File: src/rtl/seqsum_pkg.sv
// Shared types and default widths for the arithmetic-sequence summer.
package seqsum_pkg;

  localparam int unsigned W_DEF  = 32;
  localparam int unsigned YW_DEF = 64;
  localparam int unsigned CW_DEF = 32;

  typedef enum logic [1:0] {
    IDLE = 2'd0,
    RUN  = 2'd1,
    DONE = 2'd2
  } state_t;

endpackage

File: src/rtl/seqsum_term_gen.sv
// Current-term register plus the W+1-bit next-term adder and end-of-run compare.
module seqsum_term_gen #(
  parameter int unsigned W = 32
) (
  input  logic         clk,
  input  logic         rst,
  input  logic         load,
  input  logic         adv,
  input  logic [W-1:0] a,
  input  logic [W-1:0] bound,
  input  logic [W-1:0] step,
  output logic [W-1:0] term,
  output logic         last_c
);

  logic [W:0] next_sum;

  // The carry bit counts as exceeding the bound, so a wrapping term always terminates.
  assign next_sum = (W+1)'(term) + (W+1)'(step);
  assign last_c   = next_sum > (W+1)'(bound);

  always_ff @(posedge clk) begin
    if (rst) begin
      term <= '0;
    end else if (load) begin
      term <= a;
    end else if (adv) begin
      term <= next_sum[W-1:0];
    end
  end

endmodule

File: src/rtl/seqsum_step.sv
// Sums a, a+step, ... up to the inclusive bound b, one term per clock.
module seqsum_step
  import seqsum_pkg::*;
#(
  parameter int unsigned W  = W_DEF,
  parameter int unsigned YW = YW_DEF,
  parameter int unsigned CW = CW_DEF
) (
  input  logic          clk,
  input  logic          rst,
  input  logic          start,
  input  logic [W-1:0]  a,
  input  logic [W-1:0]  b,
  input  logic [W-1:0]  step,
  output logic          busy,
  output logic          done,
  output logic [YW-1:0] y,
  output logic [CW-1:0] count,
  output logic          ovf,
  output logic          err
);

  state_t        state, state_d;
  logic [W-1:0]  b_q, b_d;
  logic [W-1:0]  step_q, step_d;
  logic [YW-1:0] y_d;
  logic [CW-1:0] count_d;
  logic          ovf_d, err_d, busy_d, done_d;
  logic          load, adv, last_c;
  logic [W-1:0]  term;
  logic [YW:0]   acc_sum;

  seqsum_term_gen #(.W(W)) u_term_gen (
    .clk    (clk),
    .rst    (rst),
    .load   (load),
    .adv    (adv),
    .a      (a),
    .bound  (b_q),
    .step   (step_q),
    .term   (term),
    .last_c (last_c)
  );

  // Next-state and next-output logic; every output is registered below.
  always_comb begin
    state_d = state;
    b_d     = b_q;
    step_d  = step_q;
    y_d     = y;
    count_d = count;
    ovf_d   = ovf;
    err_d   = err;
    load    = 1'b0;
    adv     = 1'b0;
    acc_sum = (YW+1)'(y) + (YW+1)'(term);

    case (state)
      IDLE: begin
        if (start) begin
          load    = 1'b1;
          b_d     = b;
          step_d  = step;
          y_d     = '0;
          count_d = '0;
          ovf_d   = 1'b0;
          err_d   = (step == '0);
          state_d = (step != '0 && a <= b) ? RUN : DONE;
        end
      end
      RUN: begin
        adv     = 1'b1;
        y_d     = acc_sum[YW-1:0];
        ovf_d   = ovf | acc_sum[YW];
        count_d = count + CW'(1);
        if (last_c) begin
          state_d = DONE;
        end
      end
      DONE: begin
        state_d = IDLE;
      end
      default: begin
        state_d = IDLE;
      end
    endcase

    busy_d = (state_d != IDLE);
    done_d = (state_d == DONE);
  end

  always_ff @(posedge clk) begin
    if (rst) begin
      state  <= IDLE;
      b_q    <= '0;
      step_q <= '0;
      y      <= '0;
      count  <= '0;
      ovf    <= 1'b0;
      err    <= 1'b0;
      busy   <= 1'b0;
      done   <= 1'b0;
    end else begin
      state  <= state_d;
      b_q    <= b_d;
      step_q <= step_d;
      y      <= y_d;
      count  <= count_d;
      ovf    <= ovf_d;
      err    <= err_d;
      busy   <= busy_d;
      done   <= done_d;
    end
  end

endmodule

File: config.mk
export PLATFORM = sky130hd
export DESIGN_NAME = seqsum_step
export DESIGN_NICKNAME = d
export VERILOG_FILES = /design/src/rtl/seqsum_pkg.sv /design/src/rtl/seqsum_term_gen.sv /design/src/rtl/seqsum_step.sv
export SDC_FILE = /design/constraint.sdc
export NUM_CORES = 1
export LEC_CHECK = 0
export ABC_AREA = 1
export ABC_CLOCK_PERIOD_IN_PS = 3300
export CORE_UTILIZATION = 36
export DETAILED_ROUTE_END_ITERATION = 6
export PLACE_DENSITY_LB_ADDON = 0.1
export SYNTH_ARGS = -nofsm -noshare
export SYNTH_HDL_FRONTEND = slang
export SYNTH_SLANG_ARGS = --single-unit
File: constraint.sdc
create_clock -name clk -period 3.3 [get_ports clk]
set_input_delay 0.33 -clock clk [delete_from_list [all_inputs] [get_ports clk]]
set_output_delay 0.33 -clock clk [all_outputs]
set_load 0.01 [all_outputs]
Word-level counts from Yosys, hierarchy flattened:

Index checks and enable logic that the tools add are counted.

* bits in registers: 198
* bits in latches: 0
* memory bits (writable): 0
* ROM bits: 0
* bits of input ports: 99
* output and inout bits: 100
* logic and storage cells: 43
* memories kept: 0

* $add $sub $neg: 3
* $mul: 0
* div/mod/pow operators: 0
* order comparisons: 2
* equality and inequality tests: 3
* shifts and indexed selects: 0
* multiplexer cells: 15
* bitwise operators: 1
* reductions and logical operators: 9

Operator list (number)
* $pmux W64 S2: 1
* $mux W32: 3
* $add A64 B32 Y65: 1
* $mux W64: 1
* $pmux W32 S2: 1
* $add A32 B32 Y33: 1
* $gt A33 B32 Y1: 1
* $add A32 B1 Y32 const B: 1
* $le A32 B32 Y1: 1
* $logic_not A32 Y1: 1
* $reduce_bool A32 Y1: 1
* $mux W2: 3
* $reduce_bool A2 Y1: 3
* $mux W1: 4
* $pmux W2 S2: 1
* $reduce_and A2 Y1: 2
* $eq A2 B1 Y1 const B: 1
* $eq A2 B2 Y1 const B: 1
* $logic_not A2 Y1: 1
* $ne A2 B2 Y1 const B: 1
* $pmux W1 S2: 1
* $logic_and A1 B1 Y1: 1
* $or A1 B1 Y1: 1

Depth between registers and ports, before layout:

Gate-level depths: netlist of the first run.

* depth in word-level cells: 6
* mapped depth: 27
* mapped depth without buffers: 27

Cells and area by module:

Synthesis of the first run repeated with hierarchy kept, for this count alone.

* cell total of the unflattened synthesis: 2514
* area, all modules: 15610.0 um^2

Modules (own cells, without submodules)
* seqsum_step: instances 1, cells an instance 1705, area each 10963.0 um^2, sequential area each 3323.2 um^2
* seqsum_term_gen: instances 1, cells an instance 809, area each 4647.0 um^2, sequential area each 640.6 um^2

Least setup slack after synthesis of the first run:

OpenSTA, ideal clock, no wires.

* kind: register to register
* start: register step_q[0]
* end: register done
* setup time: 0.132 ns
* arrival: 2.861 ns
* required time: 3.168 ns
* slack: 0.307 ns
* cell stages (with the launch flop): 27
* path buffers: 0
* clock period less this slack: 2.993 ns
* cell sequence: dfxtp_1 -> ha_1 -> fa_1 -> nand2_1 -> inv_1 -> o21ai_1 -> nand2_1 -> nand2_1 -> nand2_1 -> a21oi_1 -> or2_1 -> nand2_1 -> nand2_1 -> nand2_1 -> ha_1 -> a21oi_1 -> o21ai_0 -> nand2_1 -> nand2_1 -> nand2_1 -> nand2_1 -> a21oi_1 -> nand2_1 -> nand2_1 -> nand3_1 -> nand2_1 -> a21oi_1

* word-level cells in the longest chain between the ends: 5

Ends and longest elaborated chain
* from (decl): RTL line seqsum_step.sv:25 `logic [W-1:0] step_q, step_d;`
* from (signal assigned): RTL line seqsum_step.sv:106 `step_q <= step_d;`
* $add A32 B32 Y33: RTL line seqsum_term_gen.sv:19 `assign next_sum = (W+1)'(term) + (W+1)'(step);`
* $gt A33 B32 Y1: RTL line seqsum_term_gen.sv:20 `assign last_c = next_sum > (W+1)'(bound);`
* $mux W2: RTL line seqsum_step.sv:76 `if (last_c) begin`
* $pmux W2 S2: RTL line seqsum_step.sv:58 `case (state)`
* $eq A2 B2 Y1: RTL line seqsum_step.sv:89 `done_d = (state_d == DONE);`
* to (signal assigned): RTL line seqsum_step.sv:112 `done <= done_d;`
* to (decl): RTL line seqsum_step.sv:16 `output logic done,`

No other way between the ends.
A chain may end at the register's enable or synchronous reset.

Final worst setup path of the first run:

* start: register u_term_gen.term[0]
* end: register done

* word-level cells in the longest chain between the ends: 5

Ends and longest elaborated chain
* from (decl): RTL line seqsum_term_gen.sv:12 `output logic [W-1:0] term,`
* from (signal assigned): RTL line seqsum_term_gen.sv:28 `term <= next_sum[W-1:0];`
* $add A32 B32 Y33: RTL line seqsum_term_gen.sv:19
* $gt A33 B32 Y1: RTL line seqsum_term_gen.sv:20
* $mux W2: RTL line seqsum_step.sv:76
* $pmux W2 S2: RTL line seqsum_step.sv:58
* $eq A2 B2 Y1: RTL line seqsum_step.sv:89

No other way between the ends.

==> reports/metrics.cfg, run 1 <==
[power_and_ir_drop]
p_per_area_nw_per_um2=426
p_leak_nw=7.68
ir_worst_vdd_uv=371

[clock_tree]
htreeDepth=4
cts.sinks=198
root_buffer=clkbuf_16
clk_latency_ns=0.47
clk_pin_slew_ns=0.08
hold_buffers=0
cts_tree=done
clock_path_buffers=2
numCtsBuffers=17

[critical_path]
r2r-start=u_term_gen.term[0]$_SDFFE_PP0P_
crit_path_end_kind=flop
startpoint=u_term_gen.term[0]$_SDFFE_PP0P_
arrival_ns=3.62
cp_max_fo=4
worstPathRequired_ns=3.62
start_kind=flop
path_class=flop to flop

[cells_and_area]
n_fill_cell=4274
syn_to_final_growth_pct=25.2
drive_gt1_share_pct=7.69
fin_util_pct=45.7
finalNetCount=2715

[route]
vias=15664
wl_mm=53.8
drt_iter0_markers=1154
post_drt_wl_per_cell_um=17.8
vias_per_cell=5.18
first_pass_iters=6
drc=0
antenna_left=0

[global_routing]
gr-total-overflow=0
antenna_found_initial=0
grt_max_degree=94
grt_pass1_vias=14448
grt_pass1_wl_mm=83.4
grt_use_total_pct=26.0

[sta]
slew_violations=0
setup_violations=2
fmax_ghz=0.303
worstMarginPinSlew_ns=1.02
fin_ws_ns=-0.00325
grt_setup_unrepaired=true
final_hold_viol_count=0
min_period_ns=3.30
hold_slack_ns=0.442
tns_ns=-0.00426
finClkSkew_ns=0.0136
maxSlewHeadroom_pct=32.1
min_period_over_period_pct=100

[placed_design]
dp_hpwl_mm=42.6
gp_congestion=0.962
io_buffers=198
dp_slack_ns=-0.147

[floorplanning]
die_area_um2=41000
die_y_um=202
core_area_um2=39600
row_count=73
fp.dieW_um=202
start_util_pct=36.5
boundaryPins=199

[logic_synthesis]
synth_cells=2275
postSynth.asyncResetShare_pct=0
synth_ff_type=dfxtp_1
syn-num-nets=2505
ys_types=49
syn_area_per_cell_um2=6.36
synth_seq_area_share_pct=27.4
ys_ff_latch=198
synth_enable_flop_cells=0
yosys_warnings=0
netlist_area_um2=14500

[min_path]
min_from=step[9]
worstHoldPathType=input pin to flop

[run]
maxCapViolCount=0

[status]
status=complete, but fails checks
violations=negative setup slack

[report_power, final]
group / total (mW) / switching [mW] / internal, mW / leakage (nW)
combinational: 2.75 / 1.75 / 1.01 / 5.76
clock: 2.26 / 1.08 / 1.18 / 0.298
sequential: 2.71 / 0.127 / 2.58 / 1.62
total: 7.73 / 2.95 / 4.78 / 7.68
[final cells by class]
| class | count | area (µm²) | share of cell area, % |
|---|---|---|---|
| Antenna cell | 1 | 2.50 | 0.0138 |
| Clock buffer | 19 | 453 | 2.50 |
| Clock inverter | 13 | 168 | 0.925 |
| Inverter | 307 | 1150 | 6.37 |
| Multi-Input combinational cell | 1698 | 9240 | 51.0 |
| Sequential cell | 198 | 3970 | 21.9 |
| Tap cell | 525 | 657 | 3.63 |
| Timing Repair Buffer | 263 | 2480 | 13.7 |
[logic make-up after synthesis]
| family | synth area share [%] |
|---|---|
| simple gates | 30.4 |
| compound gates | 19.8 |
| buf+inv | 9.95 |
| flops | 27.4 |
| fa+ha+maj | 11.4 |
| xor+xnor | 0.969 |
[worst paths after layout]
path / to / slack [ns] / cells after the start
worst min register to register: b_q[15]$_SDFFE_PP0P_ / 0.47 / 2
worst max-delay path: done$_SDFF_PP0_ / -0.003 / 26
worst max register to register: done$_SDFF_PP0_ / -0.003 / 26
worst min-delay path: step_q[9]$_SDFFE_PP0P_ / 0.44 / 3
[metrics by stage]
step	instances	cell area, µm²	total power, mW
global route	3023	18100	8.21
CTS	3021	18000	7.70
detailed placement	2986	17300	5.42
global placement	2986	17300	5.38
floorplan	2275	14500	4.37
finish	3024	18100	7.73
[registers in the layout (all words and copies together) (netlist names)]
register,count
state,2
u_term_gen.term,32
busy,1
err,1
done,1
y,64
step_q,32
ovf,1
count,32
b_q,32
[synth_stat cells, drive strengths merged (2+ instances only)]
master	count	area, µm²
dfxtp	198	3960
fa	2	40.0
buf	17	80.1
inv	306	1150
a21boi	5	37.5
nor4	24	209
a31oi	13	81.3
clkbuf	55	206
o21bai	11	82.6
a21o	12	90.1
nand4	43	275
nand3b	3	22.5
o211ai	4	30.0
a211oi	3	22.5
nor2	275	1070
a22oi	10	75.1
or2	3	18.8
ha	129	1610
nand2	496	1900
nor3	34	180
o22ai	9	56.3
a21oi	261	1310
o21a	4	30.0
nand3	129	681
and3	4	25.0
xor2	15	131
o21ai	202	1030
[critical path, stage by stage (launching register included)]
cell,delay [ns]
dfxtp_2,0.35
ha_4,0.16
fa_2,0.37
nand2_2,0.07
inv_2,0.04
o21ai_2,0.11
nand2_2,0.11
nand2_1,0.09
nand2_2,0.08
nand2_1,0.10
nand3_2,0.10
xor2_1,0.26
ha_1,0.31
nand2_1,0.08
nand2_1,0.04
nand2_1,0.05
a21oi_1,0.06
nor2_1,0.14
nand3_1,0.10
nand2_1,0.06
nand2_1,0.04
nand2_1,0.06
nand2_1,0.06
nand2_2,0.08
nand3_2,0.07
nand2_2,0.09
a21oi_2,0.06
[metal layers]
metal / global-route usage [%] / vias to the layer above / routed length, µm
li1: - / 7985 / -
met1: 37.0 / 7247 / 26000
met2: 41.1 / 389 / 23900
met3: 4.83 / 43 / 3070
met4: 4.73 / 0 / 816
met5: 0 / - / 0
[what timing repair did]
item / 4_1_cts / 5_1_grt
buffers inserted: 3 / 2
endpoints found under the hold margin: 0 / 0
gates resized for setup: 9 / 27
pin swaps: 6 / 16
endpoints found under the setup margin: 3 / 3
[placed cells by master (no fill, tap or decap), types with 4 or more instances in the layout]
cell | Yosys | layout
o21a_1 | 4 | 4
xor2_1 | 15 | 12
o21ai_0 | 190 | 190
o21ai_2 | 4 | 5
nor3_1 | 32 | 32
nor2_1 | 265 | 262
a21o_1 | 12 | 12
o22ai_1 | 9 | 9
clkdlybuf4s50_1 | 0 | 197
a21oi_2 | 0 | 5
a21oi_1 | 261 | 256
o21bai_1 | 11 | 11
buf_4 | 0 | 63
nor2_4 | 2 | 4
nor2_2 | 8 | 9
ha_1 | 129 | 126
o211ai_1 | 4 | 4
a31oi_1 | 13 | 13
nand3_1 | 122 | 117
nand3_2 | 7 | 11
dfxtp_1 | 198 | 196
inv_2 | 5 | 7
nor4_1 | 16 | 16
nand2_1 | 480 | 469
a22oi_1 | 10 | 10
inv_1 | 301 | 299
and3_1 | 4 | 4
nand2_2 | 16 | 26
nand4_1 | 42 | 42
nor4_2 | 7 | 7
clkbuf_16 | 0 | 17
o21ai_1 | 8 | 7
a21boi_0 | 5 | 5
(Power assumes the default switching activity.)
==> run 2, diff against run 1 <==
- ABC_AREA: 1 -> default
- CORE_UTILIZATION: 36 -> 30
==> run 2 against run 1 <==
  * The run still ends with negative setup slack left
  * Cell area shrank 3.1%
  * Fmax shrank 15%
  * Largest power group unchanged
  * First-iteration DRC count shrank 40%
  * Synthesized cell count shrank 27%
  * Combinational power grew 7.6%
  * Wire length shrank 14%
  * Sequential power is essentially flat
  * Register-to-register slack lost 0.59 ns
  * Global-route usage shrank 4.8 points
  * Clock-buffer cell count shrank 2
  * Sequential share of layout area grew 0.80 points
  * Largest cell class unchanged
  * Power grew 1.5%
==> reports/metrics.cfg, run 2 <==
[floorplanning]
die_y_um=209  ; +3.0%
die_area_um2=43500  ; +6.2%
boundaryPins=199  ; unchanged
row_count=75  ; +2.7%
start_util_pct=30.5  ; -6.0 points
core_area_um2=42000  ; +6.1%
fp.dieW_um=209  ; +3.0%

[sta]
finClkSkew_ns=0.0128  ; -0.000828 ns
tns_ns=-1.70  ; -1.69 ns
grt_setup_unrepaired=true
fin_ws_ns=-0.595  ; -0.592 ns
slew_violations=0  ; unchanged
fmax_ghz=0.257  ; -15%
worstMarginPinSlew_ns=0.707  ; -0.311 ns
min_period_ns=3.89  ; +0.592 ns
min_period_over_period_pct=118  ; +18 points
final_hold_viol_count=0  ; unchanged
maxSlewHeadroom_pct=52.7  ; +21 points
setup_violations=3  ; +1

[cells_and_area]
finalNetCount=2185  ; -20%
n_antenna_cell=0  ; -1
top_register=y
fin_util_pct=41.7  ; -4.0 points
syn_to_final_growth_pct=37.0
largest_register_ffs=64  ; unchanged
final_cell_mix=253 x nand2_1, 197 x clkdlybuf4s50_1, 188 x a21oi_1
fin_area_um2=17500  ; -3.1%
layout_commonest_cell=nand2_1
stdcell_count=2507  ; -17%
drive_gt1_share_pct=15.9  ; +8.2 points

[critical_path]
path_class=flop to flop
crit_top_cell=a21o_1
cp_max_fo=3  ; -1
crit_path_end_kind=flop
r2r_end=done$_SDFF_PP0_
crit_family=compound AO/OA/AOI/OAI gates
r2r-start=step_q[1]$_SDFFE_PP0P_
start_kind=flop
arrival_ns=4.23  ; +0.61 ns
rrSetupSlack_ns=-0.59  ; -0.59 ns
worstPathRequired_ns=3.63  ; about the same
slowest_stage=fa_2
reg2reg_depth=20  ; -23%
cp_slowest_stage_delay_ns=0.41  ; +0.04 ns
crit_buf_inv=2  ; +1
path_cells=buf_4, fa_2, a211oi_4, o21ai_2, nand2_1, a21o_1, buf_4, o21bai_1, a21o_1, a21o_1, xor2_2, ha_1, nand4_1, nor4_4, a22oi_1, nand2_1, nor4_4, o221ai_4, o21ai_2, o311ai_1

[placed_design]
place_inst=2460  ; -18%
postPlaceCellArea_um2=16500  ; -4.8%
dp_hpwl_mm=35.8  ; -16%
dp_slack_ns=-0.705  ; -0.557 ns
io_buffers=198  ; unchanged
gp_congestion=0.911  ; -5.3%

[global_routing]
grt_pass1_wl_mm=72.1  ; -14%
grt_pass1_vias=12394  ; -14%
grt_use_total_pct=21.3  ; -4.8 points
gr-total-overflow=0  ; unchanged
grt_max_degree=95  ; +1.1%
antenna_found_initial=1  ; +1

[logic_synthesis]
synth_top_area_share_pct=31.0  ; +3.6 points
synth_ff_type=dfxtp_1
syn-num-nets=1880  ; -25%
postSynth.asyncResetShare_pct=0  ; unchanged
netlist_area_um2=12800  ; -11%
syn_area_per_cell_um2=7.76  ; +22%
synth_commonest_cells=255 x nand2_1, 198 x a21oi_1, 198 x dfxtp_1, 129 x ha_1, 123 x nor2_1
synth_seq_area_share_pct=31.0  ; +3.6 points
ys_types=71  ; +45%
yosysMostFrequentCell=nand2_1
synth_area_leader_cell=dfxtp_1
synth.area.top_cells=dfxtp_1 31%, ha_1 13%, a21oi_1 7.7%, nand2_1 7.5%, nor2_1 3.6%
synth_cells=1650  ; -27%
synth_enable_flop_cells=0  ; unchanged
yosys_warnings=0  ; unchanged
ys_ff_latch=198  ; unchanged

[power_and_ir_drop]
p_leak_nw=7.11  ; -7.4%
ir_worst_vdd_uv=331  ; -11%
p_per_area_nw_per_um2=447  ; +4.8%

[clock_tree]
hold_buffers=0  ; unchanged
cts_tree=done
htreeDepth=4  ; unchanged
root_buffer=clkbuf_16
numCtsBuffers=17  ; unchanged
cts.sinks=198  ; unchanged
clock_path_buffers=2  ; unchanged
clk_pin_slew_ns=0.08  ; about the same
clk_latency_ns=0.47  ; about the same

[route]
vias_per_cell=5.21  ; +0.58%
first_pass_iters=5  ; -1
vias=13061  ; -17%
wl_mm=46.3  ; -14%
drc=0  ; unchanged
drt_iter0_markers=696  ; -40%
post_drt_wl_per_cell_um=18.5  ; +3.9%
antenna_left=0  ; unchanged

[min_path]
whs_path_depth=2  ; -1
worstHoldPathType=input pin to flop
holdPathEnd=b_q[24]$_SDFFE_PP0P_
min_from=rst

[run]
maxCapViolCount=0  ; unchanged

[status]
status=complete, but fails checks
violations=negative setup slack

==> run 2: final cells by class <==
cell class	count	area (µm²)
tap	539	674
clock inverter	15	160
sequential	198	3980
multi-input combinational	1287	8720
timing repair buffer	361	3240
clock buffer	17	425
fill	4274	24500
inverter	90	338
==> run 2: worst reg2reg max path, cell delays in order, from the launching register on <==
cell and delay, ns:
dfxtp_1 0.34, buf_4 0.15, fa_2 0.41, a211oi_4 0.27, o21ai_2 0.08, nand2_1 0.07
a21o_1 0.18, buf_4 0.14, o21bai_1 0.07, a21o_1 0.18, a21o_1 0.19, xor2_2 0.16
ha_1 0.30, nand4_1 0.14, nor4_4 0.06, a22oi_1 0.17, nand2_1 0.11, nor4_4 0.31
o221ai_4 0.16, o21ai_2 0.15, o311ai_1 0.12
==> run 2: worst max path at each step <==
stage          depth (start not counted)                   to                            start  slack [ns]
2_1_floorplan                         18      done$_SDFF_PP0_  u_term_gen.term[6]$_SDFFE_PP0P_       -0.16
3_3_place_gp                          18      done$_SDFF_PP0_           step_q[1]$_SDFFE_PP0P_       -0.57
3_5_place_dp                          18  state[1]$_SDFF_PP0_           step_q[1]$_SDFFE_PP0P_       -0.70
4_1_cts                               18  state[1]$_SDFF_PP0_  u_term_gen.term[8]$_SDFFE_PP0P_       -0.59
5_1_grt                               20      done$_SDFF_PP0_          step_q[10]$_SDFFE_PP0P_       -0.76
6_report                              20      done$_SDFF_PP0_           step_q[1]$_SDFFE_PP0P_       -0.59
==> run 2: logic make-up after synthesis <==
| kind of cell | after synthesis | share of synthesized area (%) |
|---|---|---|
| simple gates | 595 | 21.4 |
| compound gates | 492 | 24.9 |
| flops | 198 | 31.0 |
| buf+inv | 165 | 4.89 |
| fa+ha+maj | 131 | 12.9 |
| xor+xnor | 56 | 3.83 |
| mux | 13 | 1.10 |
==> run 2: metrics by stage <==
step                hold WS [ns]  total power [mW]
floorplan                  0.436              4.26
global placement           0.444              5.47
detailed placement         0.449              5.49
CTS                        0.239              7.74
global route               0.256              8.32
finish                     0.262              7.84
==> run 2: layer usage <==
metal / up-vias / wire, µm / global-route usage, %
li1: 6577 / - / -
met1: 6167 / 23900 / 31.7
met2: 276 / 19600 / 31.3
met3: 39 / 2090 / 3.38
met4: 2 / 704 / 5.88
met5: - / 11 / 0
==> run 2: timing repair <==
action / in CTS / in global routing
buffers inserted: 7 / 8
setup endpoints to repair: 3 / 16
resized for setup: 21 / 57
pin swaps: 7 / 35
==> run 2: report_power, final <==
part	switching, mW	internal (mW)	leakage [nW]	total (mW)
Combinational	1.67	1.29	5.21	2.96
Sequential	0.155	2.57	1.62	2.72
Clock	1.09	1.07	0.286	2.16
